**config.mk**
```make
export PLATFORM = sky130hd
export DESIGN_NAME = cache_req_ctrl
export DESIGN_NICKNAME = d
export VERILOG_FILES = /design/src/rtl/cache_req_pkg.sv /design/src/rtl/cache_perf_counter.sv /design/src/rtl/cache_req_ctrl.sv
export SDC_FILE = /design/constraint.sdc
export NUM_CORES = 1
export LEC_CHECK = 0
export BUFFER_PORTS_ARGS = -buffer_cell sky130_fd_sc_hd__buf_2
export CORE_UTILIZATION = 46
export CTS_BUF_LIST = sky130_fd_sc_hd__clkbuf_4 sky130_fd_sc_hd__clkbuf_8
export DETAILED_ROUTE_END_ITERATION = 10
export HOLD_SLACK_MARGIN = 0.08
export PLACE_DENSITY = 0.9
export SETUP_SLACK_MARGIN = 0.02
export SYNTH_ARGS = -nofsm -noshare
export SYNTH_HDL_FRONTEND = slang
export SYNTH_SLANG_ARGS = --single-unit
```
**constraint.sdc**
```tcl
create_clock -name clk -period 1.4 [get_ports clk]
set_input_delay 0.28 -clock clk [delete_from_list [all_inputs] [get_ports clk]]
set_output_delay 0.28 -clock clk [all_outputs]
set_load 0.05 [all_outputs]
```
**src/rtl/cache_req_pkg.sv**
```systemverilog
// Shared types and default widths for the MEM-stage cache request controller.
// Optional feature macro: CACHE_PERF_CNT_EN (hit/miss performance counters).
package cache_req_pkg;

    localparam int DEF_ADDR_W = 32;
    localparam int DEF_DATA_W = 32;
    localparam int DEF_CNT_W  = 32;

    typedef enum logic {
        IDLE = 1'b0,
        WAIT = 1'b1
    } state_t;

endpackage

```
**src/rtl/cache_perf_counter.sv**
```systemverilog
// Hit/miss performance counters, bumped once per completed cache transaction.
// Only instantiated when CACHE_PERF_CNT_EN is defined; counters wrap freely.
module cache_perf_counter
    import cache_req_pkg::*;
#(
    parameter int CNT_W = DEF_CNT_W
) (
    input  logic             clk,
    input  logic             reset,
    input  logic             i_done,
    input  logic             i_hit,
    output logic [CNT_W-1:0] o_hit_count,
    output logic [CNT_W-1:0] o_miss_count
);

    localparam logic [CNT_W-1:0] ONE = {{(CNT_W-1){1'b0}}, 1'b1};

    logic [CNT_W-1:0] r_hit;
    logic [CNT_W-1:0] r_miss;

    // Count each completion as exactly one hit or one miss.
    always_ff @(posedge clk) begin
        if (reset) begin
            r_hit  <= '0;
            r_miss <= '0;
        end else if (i_done) begin
            if (i_hit) begin
                r_hit <= r_hit + ONE;
            end else begin
                r_miss <= r_miss + ONE;
            end
        end
    end

    assign o_hit_count  = r_hit;
    assign o_miss_count = r_miss;

endmodule

```
**src/rtl/cache_req_ctrl.sv**
```systemverilog
// MEM-stage request controller: turns level mem_read/mem_write into one
// valid/ready cache transaction and stalls until completion. Macro: CACHE_PERF_CNT_EN.
module cache_req_ctrl
    import cache_req_pkg::*;
#(
    parameter int ADDR_W = DEF_ADDR_W,
    parameter int DATA_W = DEF_DATA_W,
    parameter int CNT_W  = DEF_CNT_W
) (
    input  logic              clk,
    input  logic              reset,
    input  logic              mem_read,
    input  logic              mem_write,
    input  logic [ADDR_W-1:0] addr,
    input  logic [DATA_W-1:0] din,
    input  logic              c_is_ready,
    input  logic              c_is_output_valid,
    input  logic [DATA_W-1:0] c_dout,
    input  logic              c_is_hit,
    output logic              c_is_input_valid,
    output logic [ADDR_W-1:0] c_addr,
    output logic              c_mem_read,
    output logic              c_mem_write,
    output logic [DATA_W-1:0] c_din,
    output logic              stall,
    output logic [DATA_W-1:0] rdata,
    output logic              err,
    output logic [CNT_W-1:0]  hit_count,
    output logic [CNT_W-1:0]  miss_count
);

    state_t            r_state;
    logic [ADDR_W-1:0] r_addr;
    logic [DATA_W-1:0] r_din;
    logic              r_rd;
    logic              r_wr;
    logic              r_err;

    logic w_req;
    logic w_rd;
    logic w_wr;
    logic w_done;

    assign w_req  = mem_read | mem_write;
    // A simultaneous read+write is issued as a store.
    assign w_wr   = mem_write;
    assign w_rd   = mem_read & ~mem_write;
    assign w_done = ~reset & (r_state == WAIT) & c_is_output_valid;

    // Request FSM: latch the request on accept, return to IDLE on completion.
    always_ff @(posedge clk) begin
        if (reset) begin
            r_state <= IDLE;
            r_addr  <= '0;
            r_din   <= '0;
            r_rd    <= 1'b0;
            r_wr    <= 1'b0;
            r_err   <= 1'b0;
        end else begin
            case (r_state)
                IDLE: begin
                    if (c_is_output_valid) begin
                        r_err <= 1'b1;
                    end
                    if (w_req && c_is_ready) begin
                        r_addr  <= addr;
                        r_din   <= din;
                        r_rd    <= w_rd;
                        r_wr    <= w_wr;
                        r_state <= WAIT;
                        if (mem_read && mem_write) begin
                            r_err <= 1'b1;
                        end
                    end
                end
                WAIT: begin
                    if (c_is_output_valid) begin
                        r_state <= IDLE;
                    end
                end
                default: r_state <= IDLE;
            endcase
        end
    end

    // Cache-side and pipeline-side outputs; everything reads 0 while in reset.
    always_comb begin
        c_is_input_valid = 1'b0;
        c_addr           = '0;
        c_din            = '0;
        c_mem_read       = 1'b0;
        c_mem_write      = 1'b0;
        stall            = 1'b0;
        rdata            = '0;
        if (!reset) begin
            case (r_state)
                IDLE: begin
                    c_is_input_valid = w_req;
                    c_addr           = addr;
                    c_din            = din;
                    c_mem_read       = w_rd;
                    c_mem_write      = w_wr;
                    stall            = w_req;
                end
                WAIT: begin
                    c_addr      = r_addr;
                    c_din       = r_din;
                    c_mem_read  = r_rd;
                    c_mem_write = r_wr;
                    stall       = ~c_is_output_valid;
                    if (c_is_output_valid && r_rd) begin
                        rdata = c_dout;
                    end
                end
                default: ;
            endcase
        end
    end

    assign err = r_err;

`ifdef CACHE_PERF_CNT_EN
    cache_perf_counter #(
        .CNT_W(CNT_W)
    ) u_perf (
        .clk         (clk),
        .reset       (reset),
        .i_done      (w_done),
        .i_hit       (c_is_hit),
        .o_hit_count (hit_count),
        .o_miss_count(miss_count)
    );
`else
    logic w_unused;
    assign w_unused   = c_is_hit & w_done;
    assign hit_count  = '0;
    assign miss_count = '0;
`endif

endmodule

```
### Word level (Yosys, flattened, before mapping)

Cells that the tools add are included.

* memories: 0
* register bits: 68
* bits in read-only memories: 0
* bits of input ports: 103
* logic and storage cells: 36
* latch bits: 0
* output and inout bits: 165
* bits in writable memories: 0

* multiply operators: 0
* bitwise operators: 5
* multiplexer cells: 21
* magnitude comparators: 0
* shift operators: 0
* equality and inequality tests: 0
* divide/modulo/power cells: 0
* reductions and logical operators: 4
* add/sub/neg operators: 0

Operator list (number)
* 2-to-1 mux 32 bit: 5
* case mux 32 bit (2 select lines): 2
* 2-to-1 mux 1 bit: 10
* case mux 1 bit (2 select lines): 4
* logical AND 1 bit: 3
* inverter 1 bit: 3
* AND reduction 2 bit: 1
* AND 1 bit: 1
* bitwise OR 1 bit: 1

### Depth between registers and ports, before layout

* depth after elaboration: 4
* mapped depth: 6
* mapped depth without buffers: 3

### Worst setup path before layout

No wires, ideal clock.

* path type: input to output
* start: input reset
* end: output c_is_input_valid
* cell stages on the path: 4
* path buffers: 3
* arrival: 1836 ps
* slack: -716 ps
* cells stage by stage: clkbuf_1 -> buf_2 -> buf_2 -> nor3_1

* longest elaborated chain between the ends: 1

RTL lines
* start, declared: RTL line cache_req_ctrl.sv:11 `input logic reset,`
* 2-to-1 mux 1 bit: RTL line cache_req_ctrl.sv:95 `if (!reset) begin`
* end, declared: RTL line cache_req_ctrl.sv:20 `output logic c_is_input_valid,`

No other way between the ends.

### Worst setup path after layout

* start: register r_state
* end: output c_addr[14]

* longest elaborated chain between the ends: 3

RTL lines
* start, declared: RTL line cache_req_ctrl.sv:32 `state_t r_state;`
* start signal, assigned: RTL line cache_req_ctrl.sv:53 `r_state <= IDLE;`
* start signal, assigned: RTL line cache_req_ctrl.sv:70 `r_state <= WAIT;`
* start signal, assigned: RTL line cache_req_ctrl.sv:78 `r_state <= IDLE;`
* inverter 1 bit (no source line)
* case mux 32 bit (2 select lines) (*): RTL line cache_req_ctrl.sv:96 `case (r_state)`
* 2-to-1 mux 32 bit (*): RTL line cache_req_ctrl.sv:95
* end, declared: RTL line cache_req_ctrl.sv:21 `output logic [ADDR_W-1:0] c_addr,`

Every way passes the cells marked *; elsewhere a longest branch is shown, timed or not.

==> results.py <==
metrics = {
    "status": {
        "outcome": "finished, violations left",
        "violations": "setup timing",
    },
    "worst_setup_path": {
        "r2r_cells": 9,
        "endpoint_kind": "output port",
        "worstPathRequired_ps": 1120,
        "r2r_end": "r_addr[19]$_SDFFE_PP0P_",
        "start_kind": "register",
        "cp_max_fo": 11,
        "ff2ff_setup_slack_ps": -440,
        "worstPathArrival_ps": 1690,
        "rr_startpoint": "r_state$_SDFF_PP0_",
        "critPathKind": "register to output port",
    },
    "sta": {
        "fin_worst_skew_ps": 15.5,
        "min_period_over_period": 1.41,
        "rsz0062_at_grt": "true",
        "final-hold-violation-count": 0,
        "setup_slack_ps": -573,
        "clock.fmax_mhz": 507,
        "period_needed_ps": 1970,
        "slew_violations": 0,
        "setup_violations": 165,
        "setup_tns_ps": -70640,
    },
    "yosys": {
        "ys_seq_elements": 68,
        "synthAdderAreaFrac": 0,
        "synth_edf_count": 0,
        "yosysWarnings": 0,
        "synth.area.mux_share": 0.268,
        "synth-simple-area-share": 0.277,
        "synthArstFlopShare": 0,
        "synth_top_family_by_area": "simple AND/OR/NAND/NOR gates",
        "syn-instance-count": 549,
        "syn_area_per_cell_um2": 8.77,
        "yosysTopAreaCellShare": 0.283,
        "synth_ff_type": "dfxtp_1",
        "yosysSeqAreaShare": 0.283,
        "synth_common_cells": "mux2i_1, nand2b_1, dfxtp_1, nor2_1, buf_4",
        "synth_cell_type_count": 26,
        "netlist_area_um2": 4810,
        "synth-xor-area-share": 0,
        "synth-compound-area-share": 0.0109,
        "yosys.area.top_type": "dfxtp_1",
        "yosys-top-cells-area": "dfxtp_1, mux2i_1, nand2b_1, buf_4, nor2_1",
    },
    "min_path": {
        "holdPathEnd": "r_din[5]$_SDFFE_PP0P_",
        "holdCritPathClass": "input pin to register",
        "min_delay_path_depth": 3,
        "min_from": "din[5]",
    },
    "clock_tree": {
        "clk_latency_ps": 350,
        "cts.clk_slew.worst_paths_ps": 90,
        "cts_root_buf": "clkbuf_8",
        "numCtsBuffers": 9,
        "cts.htree.levels": 3,
        "clockBufferDepth": 2,
        "clock-sinks": 68,
        "postCtsHoldBufs": 0,
        "cts_tree": "built",
    },
    "global_route": {
        "grt_overflow": 0,
        "grt_max_degree": 55,
        "grt_pass1_wl_um": 23200,
        "grt_pass1_vias": 4471,
        "antenna_found_initial": 0,
        "grt_use_total": 0.271,
    },
    "die": {
        "io_pins": 268,
        "die-height_um": 104,
        "fp-row-count": 36,
        "fp.coreArea_um2": 9950,
        "dieArea_um2": 10900,
        "die_w_um": 104,
        "start_util": 0.484,
    },
    "placement": {
        "dp_hpwl_um": 9040,
        "preCtsSetupSlack_ps": -150,
        "gp_congestion": 0.821,
        "portBuffers": 202,
    },
    "route": {
        "wirelength_um": 19100,
        "drt_iter0_drc": 247,
        "drc": 0,
        "postRouteAntennaNets": 0,
        "vias": 4731,
        "wl_per_cell_um": 20.8,
        "drt_pre_antenna_iters": 4,
        "viasPerCell": 5.14,
    },
    "final_layout": {
        "diodes": 0,
        "area_growth_pct": 71.0,
        "drive_above_1_share": 0.554,
        "final_nets": 885,
        "fin_util": 0.827,
    },
    "power_and_ir_drop": {
        "p_leak_nw": 3.53,
        "p_per_area_nw_per_um2": 836,
        "peakVddDrop_mv": 0.614,
    },
    "job": {
        "cap_viol_max_count": 0,
    },
}
## layer usage
layer  share of wire  GRT usage
met5               0          0
met4           0.047     0.0959
met3           0.072     0.0733
met2            0.54      0.512
met1            0.35      0.285
## worst max path at each step
stage                     cells after the start          startpoint         end
final                                         5  r_state$_SDFF_PP0_  c_addr[14]
after global routing                          5  r_state$_SDFF_PP0_  c_addr[15]
after CTS                                     5  r_state$_SDFF_PP0_       stall
after detailed placement                      5  r_state$_SDFF_PP0_    rdata[0]
after global placement                        5  r_state$_SDFF_PP0_   rdata[12]
after floorplan                               4               reset   c_addr[0]
## layout by cell type (no fill, tap or decap), drive strengths merged
cell type	synthesis	final
buf	87	255
nand2b	129	129
mux2i	129	129
nor2	69	69
dfxtp	68	68
conb	1	64
and2	32	32
clkbuf	17	19
a21oi	3	3
nor2b	2	2
nand2	2	2
inv	1	2
clkinv	0	2
nor3b	1	1
or2	1	1
nor3	1	1
o21ai	1	1
nand3b	1	1
a221oi	1	1
a22oi	1	1
a31oi	1	1
o21ba	1	1
bufinv	0	1
clkinvlp	0	1
## stage by stage
step / hold slack (ps) / std cells / instance area (um^2) / power (mW)
after floorplan: 389 / 612 / 5450 / 3.99
after global placement: 458 / 873 / 6260 / 4.29
after global routing: 199 / 920 / 8230 / 7.09
after CTS: 196 / 910 / 7600 / 6.46
final: 199 / 920 / 8230 / 6.88
after detailed placement: 465 / 873 / 6260 / 4.32
## area by class of cell
class	instances	area [um^2]
Fill cell	507	1720
Timing Repair Buffer	263	2740
Clock inverter	5	60.1
Multi-Input combinational cell	439	3750
Tap cell	133	166
Inverter	1	3.75
Sequential cell	68	1370
Clock buffer	11	145
## worst max-delay path: stages, from the launching register on
cell and delay [ps]:
dfxtp_4 400, buf_12 170, clkbuf_16 210, mux2i_1 320, nor2_2 70, buf_6 160
## cell families (layout without fill, tap and decap cells)
family / Yosys count / after routing
flops: 68 / 68
mux: 129 / 129
compound gates: 8 / 8
other cells: 1 / 64
buf+inv: 105 / 280
simple gates: 238 / 238
## flip-flops by register name, summed over array words and instances (netlist names)
signal   count
err          1
r_addr      32
r_din       32
r_rd         1
r_state      1
r_wr         1
## where the power goes
part / total, mW / internal (mW) / switching [mW]
sequential: 2.19 / 2.06 / 0.125
combinational: 2.94 / 1.19 / 1.75
clock: 1.75 / 0.900 / 0.851
## what timing repair did
action                                 4_1_cts  5_1_grt
pin swaps                                    2        6
resized for setup                          219      104
buffers inserted                            12        6
setup endpoints to repair                  164      167
endpoints found under the hold margin        0        0
cloned                                       9        6
(Power assumes the default switching activity.)
